File: src/rtl/icache_fetch_responder_if.sv
// Fetch-side and RAM-side signals of the instruction cache responder.
// The slave modport is the responder's view; master is the surrounding fetch stage and RAM.
interface icache_fetch_responder_if;
    logic        imemREN;
    logic [31:0] imemaddr;
    logic        iflush;
    logic        ihit;
    logic [31:0] imemload;
    logic        iREN;
    logic [31:0] iaddr;
    logic        iwait;
    logic [31:0] iload;

    modport slave (
        input  imemREN, imemaddr, iflush, iwait, iload,
        output ihit, imemload, iREN, iaddr
    );

    modport master (
        output imemREN, imemaddr, iflush, iwait, iload,
        input  ihit, imemload, iREN, iaddr
    );
endinterface

File: src/rtl/icache_fetch_responder.sv
// Direct-mapped, read-only instruction cache with one word per frame.
// A miss latches the word address and holds a RAM read until the wait-state bus completes.
module icache_fetch_responder #(
    parameter int unsigned SETS = 16
) (
    input  logic                      CLK,
    input  logic                      RST,
    icache_fetch_responder_if.slave   bus
);
    localparam int unsigned IDX   = $clog2(SETS);
    localparam int unsigned TAG_W = 30 - IDX;

    typedef enum logic [0:0] {StIdle, StFill} state_e;

    state_e             state_q;
    logic               iren_q;
    logic [29:0]        miss_q;
    logic [SETS-1:0]    valid_q;
    logic [TAG_W-1:0]   tag_q  [SETS];
    logic [31:0]        data_q [SETS];

    logic [IDX-1:0]     req_idx;
    logic [TAG_W-1:0]   req_tag;
    logic [IDX-1:0]     miss_idx;
    logic               hit;
    logic               unused_byte_bits;

    assign req_idx          = bus.imemaddr[IDX+1:2];
    assign req_tag          = bus.imemaddr[31:IDX+2];
    assign miss_idx         = miss_q[IDX-1:0];
    assign unused_byte_bits = ^bus.imemaddr[1:0];

    // Lookups are only served in IDLE; a flush cycle never hits.
    assign hit = bus.imemREN && (state_q == StIdle) && !bus.iflush &&
                 valid_q[req_idx] && (tag_q[req_idx] == req_tag);

    assign bus.ihit     = hit;
    assign bus.imemload = hit ? data_q[req_idx] : 32'h0;
    assign bus.iREN     = iren_q;
    assign bus.iaddr    = {miss_q, 2'b00};

    always_ff @(posedge CLK) begin
        if (RST) begin
            state_q <= StIdle;
            iren_q  <= 1'b0;
            miss_q  <= '0;
            valid_q <= '0;
        end else begin
            unique case (state_q)
                StIdle: begin
                    if (bus.iflush) begin
                        valid_q <= '0;
                    end else if (bus.imemREN && !hit) begin
                        miss_q  <= bus.imemaddr[31:2];
                        iren_q  <= 1'b1;
                        state_q <= StFill;
                    end
                end
                StFill: begin
                    // Flush beats completion: the frame stays unwritten.
                    if (bus.iflush) begin
                        valid_q <= '0;
                        iren_q  <= 1'b0;
                        state_q <= StIdle;
                    end else if (!bus.iwait) begin
                        valid_q[miss_idx] <= 1'b1;
                        tag_q[miss_idx]   <= miss_q[29:IDX];
                        data_q[miss_idx]  <= bus.iload;
                        iren_q            <= 1'b0;
                        state_q           <= StIdle;
                    end
                end
                default: begin
                    iren_q  <= 1'b0;
                    state_q <= StIdle;
                end
            endcase
        end
    end
endmodule

File: src/flat_wrapper.sv
// flat-port wrapper written by rule: the top's interface ports become plain ports
module icache_fetch_responder_flat 
#(
    parameter int unsigned SETS = 16
)
  (CLK, RST, bus_imemREN, bus_imemaddr, bus_iflush, bus_iwait, bus_iload, bus_ihit, bus_imemload, bus_iREN, bus_iaddr);
  icache_fetch_responder_if bus_i ();
  input  logic CLK;
  input  logic RST;
  input wire logic [$bits(bus_i.imemREN)-1:0] bus_imemREN;
  input wire logic [$bits(bus_i.imemaddr)-1:0] bus_imemaddr;
  input wire logic [$bits(bus_i.iflush)-1:0] bus_iflush;
  input wire logic [$bits(bus_i.iwait)-1:0] bus_iwait;
  input wire logic [$bits(bus_i.iload)-1:0] bus_iload;
  output wire logic [$bits(bus_i.ihit)-1:0] bus_ihit;
  output wire logic [$bits(bus_i.imemload)-1:0] bus_imemload;
  output wire logic [$bits(bus_i.iREN)-1:0] bus_iREN;
  output wire logic [$bits(bus_i.iaddr)-1:0] bus_iaddr;
  assign bus_i.imemREN = bus_imemREN;
  assign bus_i.imemaddr = bus_imemaddr;
  assign bus_i.iflush = bus_iflush;
  assign bus_i.iwait = bus_iwait;
  assign bus_i.iload = bus_iload;
  assign bus_ihit = bus_i.ihit;
  assign bus_imemload = bus_i.imemload;
  assign bus_iREN = bus_i.iREN;
  assign bus_iaddr = bus_i.iaddr;
  icache_fetch_responder #(.SETS(SETS)) u_core (.CLK(CLK), .RST(RST), .bus(bus_i));
endmodule
File: config.mk
export PLATFORM = sky130hd
export DESIGN_NAME = icache_fetch_responder_flat
export DESIGN_NICKNAME = d
export VERILOG_FILES = /design/src/rtl/icache_fetch_responder_if.sv /design/src/rtl/icache_fetch_responder.sv /design/src/flat_wrapper.sv
export SDC_FILE = /design/constraint.sdc
export NUM_CORES = 1
export LEC_CHECK = 0
export CAP_MARGIN = 20
export CORE_ASPECT_RATIO = 0.6
export CORE_UTILIZATION = 55
export DETAILED_ROUTE_END_ITERATION = 6
export HOLD_SLACK_MARGIN = 0.1
export PLACE_DENSITY_LB_ADDON = 0.05
export SKIP_CTS_REPAIR_TIMING = 1
export SYNTH_ARGS = -nofsm -noshare
export SYNTH_HDL_FRONTEND = slang
export SYNTH_SLANG_ARGS = --single-unit
File: constraint.sdc
create_clock -name CLK -period 10.48 [get_ports CLK]
set_input_delay 2.096 -clock CLK [delete_from_list [all_inputs] [get_ports CLK]]
set_output_delay 2.096 -clock CLK [all_outputs]
set_load 0.05 [all_outputs]
Yosys cells after proc, flatten, opt, wreduce, memory -nomap -nowiden
Memory sizes are Yosys's and may differ from the RTL's. Index checks and enable logic that the tools add are counted.

Order comparisons: 3. Equal/unequal tests: 5. Muxes and demuxes: 24. Bitwise gates (word level): 3. Reduce and logical (&&, ||, !) cells: 11.

Operators with widths (number): two-way mux 16 bit (3); two-way mux 32 bit (1); one-hot mux 16 bit (2 select lines) (1); equality test 26 bit (1); bitwise OR 16 bit (1); two-way mux 1 bit (15); less-than comparator 4 x 5 -> 1 bit, second input constant (2); logical AND 1 bit (6); inequality test 2 bit, second input constant (3); AND reduction 3 bit (2); binary-select mux 1 bit (select 4 bit) (1); demux 1 bit (select 4 bit) (1); >= comparator 4 x 1 -> 1 bit, second input constant (1); one-hot mux 1 bit (2 select lines) (2); inequality test 3 bit, second input constant (1); logical NOT 1 bit (2); inverter 1 bit (2); AND reduction 2 bit (1).

Register bits: 48. RAM bits: 928. Bits of input ports: 69. Output and inout port bits: 66. Logic and storage cells: 52. Memories kept: 2.

Memories: u_core.data_q (depth 16, width 32, rd ports 1, clocked after memory_dff 0, write ports 1, RTL line icache_fetch_responder.sv:20) `logic [31:0] data_q [SETS];`; u_core.tag_q (depth 16, width 26, rd ports 1, clocked after memory_dff 0, write ports 1, RTL line icache_fetch_responder.sv:19) `logic [TAG_W-1:0] tag_q [SETS];`.

Longest topological paths before layout
Gate-level depths: netlist (run 1).

Depth after elaboration: 10. Gate-level depth with buffers: 15. Depth with buffers taken out: 8.

Worst setup path before layout (run 1)
Ideal clock, no wire load.

Path type: input-to-output. From: input bus_imemaddr[3]. To: output bus_imemload[22]. Arrival: 5.167 ns. Data required time: 8.384 ns. Setup slack: 3.217 ns. Stages: 12. Path buffers: 5. Cell sequence: buf_2 buf_2 buf_2 mux4_2 mux4_2 xnor2_1 nand2_1 nor4b_1 and4_1 buf_2 buf_2 and2_1.

Longest elaborated chain between the ends: 5. Elaborated cells on any way between the ends: 8. Classes of those cells: 1 x eq/ne; 3 x mux; 2 x reduce/logical; 2 x memory.

Ends and longest elaborated chain: from (decl) (RTL line flat_wrapper.sv:11) `input wire logic [$bits(bus_i.imemaddr)-1:0] bus_imemaddr;`; branches (longest 3 deep; another with memory (16 x 26 bit)); logical AND 1 bit * (RTL line icache_fetch_responder.sv:35) `valid_q[req_idx] && (tag_q[req_idx] == req_tag);`; via bus_ihit (RTL line flat_wrapper.sv:15) `output wire logic [$bits(bus_i.ihit)-1:0] bus_ihit;`; two-way mux 32 bit * (RTL line icache_fetch_responder.sv:38) `assign bus.imemload = hit ? data_q[req_idx] : 32'h0;`; to (decl) (RTL line flat_wrapper.sv:16) `output wire logic [$bits(bus_i.imemload)-1:0] bus_imemload;`.

Mark *: on every way through the listed nets, which the timed path passes. The select of a mux whose other input is x is not followed.

Worst setup path after layout (run 1)
From: input bus_imemaddr[4]. To: output bus_imemload[3].

Longest elaborated chain between the ends: 5. Elaborated cells on any way between the ends: 8. Classes of those cells: 1 x eq/ne; 3 x mux; 2 x reduce/logical; 2 x memory.

Ends and longest elaborated chain (RTL line): branches (longest 4 deep; another with memory (16 x 26 bit)); two-way mux 32 bit * (icache_fetch_responder.sv:38).

Every way passes the cells marked *. The select of a mux whose other input is x is not followed.

==> run metrics, run 1 <==
run status=complete, no violations; Ant. Diodes=0; part of the total power dissipated in sequential elements=55.2%; setup_tns=0 ps; top cell family by delay on the critical path=buffers and inverters; endpoint of the worst hold path=u_core.valid_q[10]; worst path bufs/invs=3; maximum number of pins on one net before global-route repair=74; layer with the highest usage after global routing=met1; hold_sp=u_core.valid_q[10]; Die Area=71700 um^2; # DRC=0; vias in the first global route=19632; proportion of netlist area held by the largest area contributor=71.7%; Worst R2R End=u_core.tag_q[13][12]; number of antenna violations at the first check in global routing=1; minimum clock period after layout=9210 ps; total placed cells including tap cells=2898; final weighted congestion in routability-driven placement=0.908; standard cell area after detailed placement=41200 um^2; Layout Cell Area excl Fill=44000 um^2; met3 capacity usage during global routing=5.48%; IR drop worst, VDD=0.000132 V; global routing usage on met1=40.5%; total vias in the final route=19654; clock sinks=976; HPWL Detailed=49500 um; overall power after layout=7.87 mW; clock transition at the registers of the reported paths=60 ps; total length of routed wires=92400 um; switching power of the nets=1.67 mW; Max Cap Violations=0; clock root buffer=clkbuf_16; required arrival time at the worst endpoint=8380 ps; Worst path max stage delay=860 ps; initial cell density of the core=55.6%; vias per cell=6.44; total global routing track utilization=26.2%; worst flop-to-flop path startpoint=u_core.state_q; most used cell along the critical path=mux2i_1; flop and latch count out of synthesis=976; horizontal die dimension=345 um; Data arrival, critical path=7110 ps; total congestion overflow=0; share of the clock period used by the worst path=87.9%; CP max stage cell=and4_2; power density cells=179 nW/um^2; P_int=6.19 mW; maximum frequency from static timing analysis=0.109 GHz; list of cells traversed by the critical path=buf_6 > buf_4 > mux4_2 > mux2i_1 > mux2i_1 > xnor2_1 > nand4_1 > nor4b_1 > and4_2 > and2_1 > clkdlybuf4s50_1; setup repair after global routing missed its margin=false; routed length per placed instance=30.3 um; H-Tree Depth=3; slew margin rel.=29.0%; leakage power=13.8 nW; Routed Antenna Nets=0; number of inserted filler cells in the final layout=4855; cts bufs inserted=88; top area cells in the synthesized netlist=edfxtp_1, mux4_2, dfxtp_1; sequential fraction of the synthesis area=74.2%; maximum clock insertion buffer count=3; critical path peak fanout=55; Yosys top cell by area=edfxtp_1; detailed router's first-iteration violation count=2243; final cell count without fillers=3053; hold slack=478 ps; ports placed on the boundary=135; length of the first detailed-routing pass in iterations=5; transition at the pin with the smallest max-transition slack=1060 ps; global-route wire length before repair=135000 um; number of nets in the layout=2136; hold depth=2; Site Rows=75; die boundary height=208 um; fraction of power consumed by combinational cells=5.7%; number of distinct library cells after synthesis=60; async set-reset flop share out of synthesis=0%; clock network power share=39.0%; synthesized area per cell=20.3 um^2; skew final=21.0 ps; Worst Reg-to-Reg Cells=4; slack of the worst reg-to-reg path=6660 ps; start-to-end type of the worst setup path=in -> out; clock network latency to the later pin of the worst-skew pair=650 ps; primary flip-flop cell chosen by synthesis mapping=edfxtp_1; path class of the lowest-slack min-delay path=reg -> reg; switching power share of the total=21.3%; synthesized instance count=1918; warning count from the yosys run=0; routing usage on met2=39.1%; CP startpoint kind=input pin; number of enable flip-flop cells after synthesis=928; Final Setup Violations=0; Area Growth Syn to Fin=13.2%; Final Hold Viols=0; final-report max-slew violation count=0; fraction of layout cells with a size suffix above 1=21.0%; clock tree from TritonCTS=done; count of buffers from port buffering=130; type of destination of the critical path=primary output; CORE AREA=69800 um^2; cell area after technology mapping=38800 um^2
## worst max path at each step
stage	from	endpoint	slack [ps]	cells past startpoint
2_1_floorplan	bus_imemaddr[3]	bus_imemload[22]	3220	12
3_3_place_gp	bus_imemaddr[4]	bus_imemload[6]	1390	11
3_5_place_dp	bus_imemaddr[4]	bus_imemload[26]	1230	11
4_1_cts	bus_imemaddr[4]	bus_imemload[26]	1230	11
5_1_grt	bus_imemaddr[4]	bus_imemload[2]	1040	11
6_report	bus_imemaddr[4]	bus_imemload[3]	1270	11
## power by group through the flow
stage	clock, mW	sequential (mW)	combinational (mW)
4_1_cts	3.12	4.34	0.449
6_report	3.07	4.35	0.451
5_1_grt	3.26	4.35	0.479
2_1_floorplan	0	4.44	0.251
3_5_place_dp	0	4.43	0.448
3_3_place_gp	0	4.42	0.442
## per-stage QoR
stage                     setup WS (ps)  util [%]
after floorplan                    3220         -
after global placement             1390      59.0
after detailed placement           1230      59.1
after CTS                          1230      62.9
after global routing               1040      63.0
final                              1270      63.0
## flip-flops by register name, indices dropped and copies added, names as in the netlist
| signal | cells |
|---|---|
| u_core.state_q | 1 |
| u_core.bus.iREN | 1 |
| u_core.tag_q | 416 |
| u_core.data_q | 512 |
| u_core.valid_q | 16 |
| u_core.miss_q | 30 |
## placed cells by master (no fill, tap or decap), drive strengths merged, types with 12 or more instances in the layout
| cell | Yosys | routed |
|---|---|---|
| o21ai | 48 | 48 |
| a22oi | 40 | 40 |
| nor2b | 40 | 40 |
| nor3b | 25 | 25 |
| clkinv | 0 | 32 |
| nor2 | 57 | 57 |
| and2 | 36 | 36 |
| nand3 | 40 | 40 |
| mux4 | 252 | 252 |
| nand4 | 42 | 42 |
| clkdlybuf4s50 | 0 | 125 |
| clkbuf | 55 | 114 |
| dfxtp | 48 | 48 |
| nor3 | 12 | 12 |
| edfxtp | 928 | 928 |
| nand2 | 20 | 20 |
| mux2i | 60 | 60 |
| buf | 66 | 53 |
| a21oi | 15 | 15 |
| xnor2 | 22 | 22 |
## worst min-delay path: stages (launching register included)
cell and delay (ps):
dfxtp_1 330, a21oi_1 40, nor2_1 70
## kinds of logic after synthesis
| kind of cell | synth area share, % |
|---|---|
| other cells | 0.00966 |
| buf+inv | 1.64 |
| simple gates | 4.81 |
| flops | 74.2 |
| compound gates | 2.36 |
| xor+xnor | 0.654 |
| mux | 16.3 |
## synthesized netlist by cell type (12+ instances only)
cell type  count
xnor2_1       22
dfxtp_1       48
a22oi_1       39
nor3_1        12
o21ai_0       45
mux4_2       252
clkbuf_1      55
nand4_1       42
a21oi_1       15
nand2_1       20
nor2b_1       40
nor3b_1       25
nor2_1        57
nand3_1       40
edfxtp_1     928
and2_1        36
mux2i_1       60
buf_2         38
## cell type report
| cell class | instances | area, um^2 | share of cell area (%) |
|---|---|---|---|
| Sequential cell | 976 | 28800 | 65.6 |
| Tap cell | 924 | 1160 | 2.63 |
| Timing Repair Buffer | 179 | 1760 | 4.01 |
| Clock buffer | 113 | 2330 | 5.29 |
| Clock inverter | 39 | 342 | 0.777 |
| Inverter | 9 | 36.3 | 0.0825 |
| Multi-Input combinational cell | 813 | 9520 | 21.6 |
## per-layer routing
metal | vias up | part of all wire (%)
met4 | 2 | 1.5
met1 | 10528 | 45
li1 | 8260 | -
met5 | - | 0.012
met2 | 765 | 46
met3 | 99 | 7.7
(Power assumes the default switching activity.)
==> run 2, diff against run 1 <==
Settings changed: CTS_CLUSTER_DIAMETER set to 80.
==> results of run 2 <==
Final layout, timing and power as in run 1 (identical DEF).
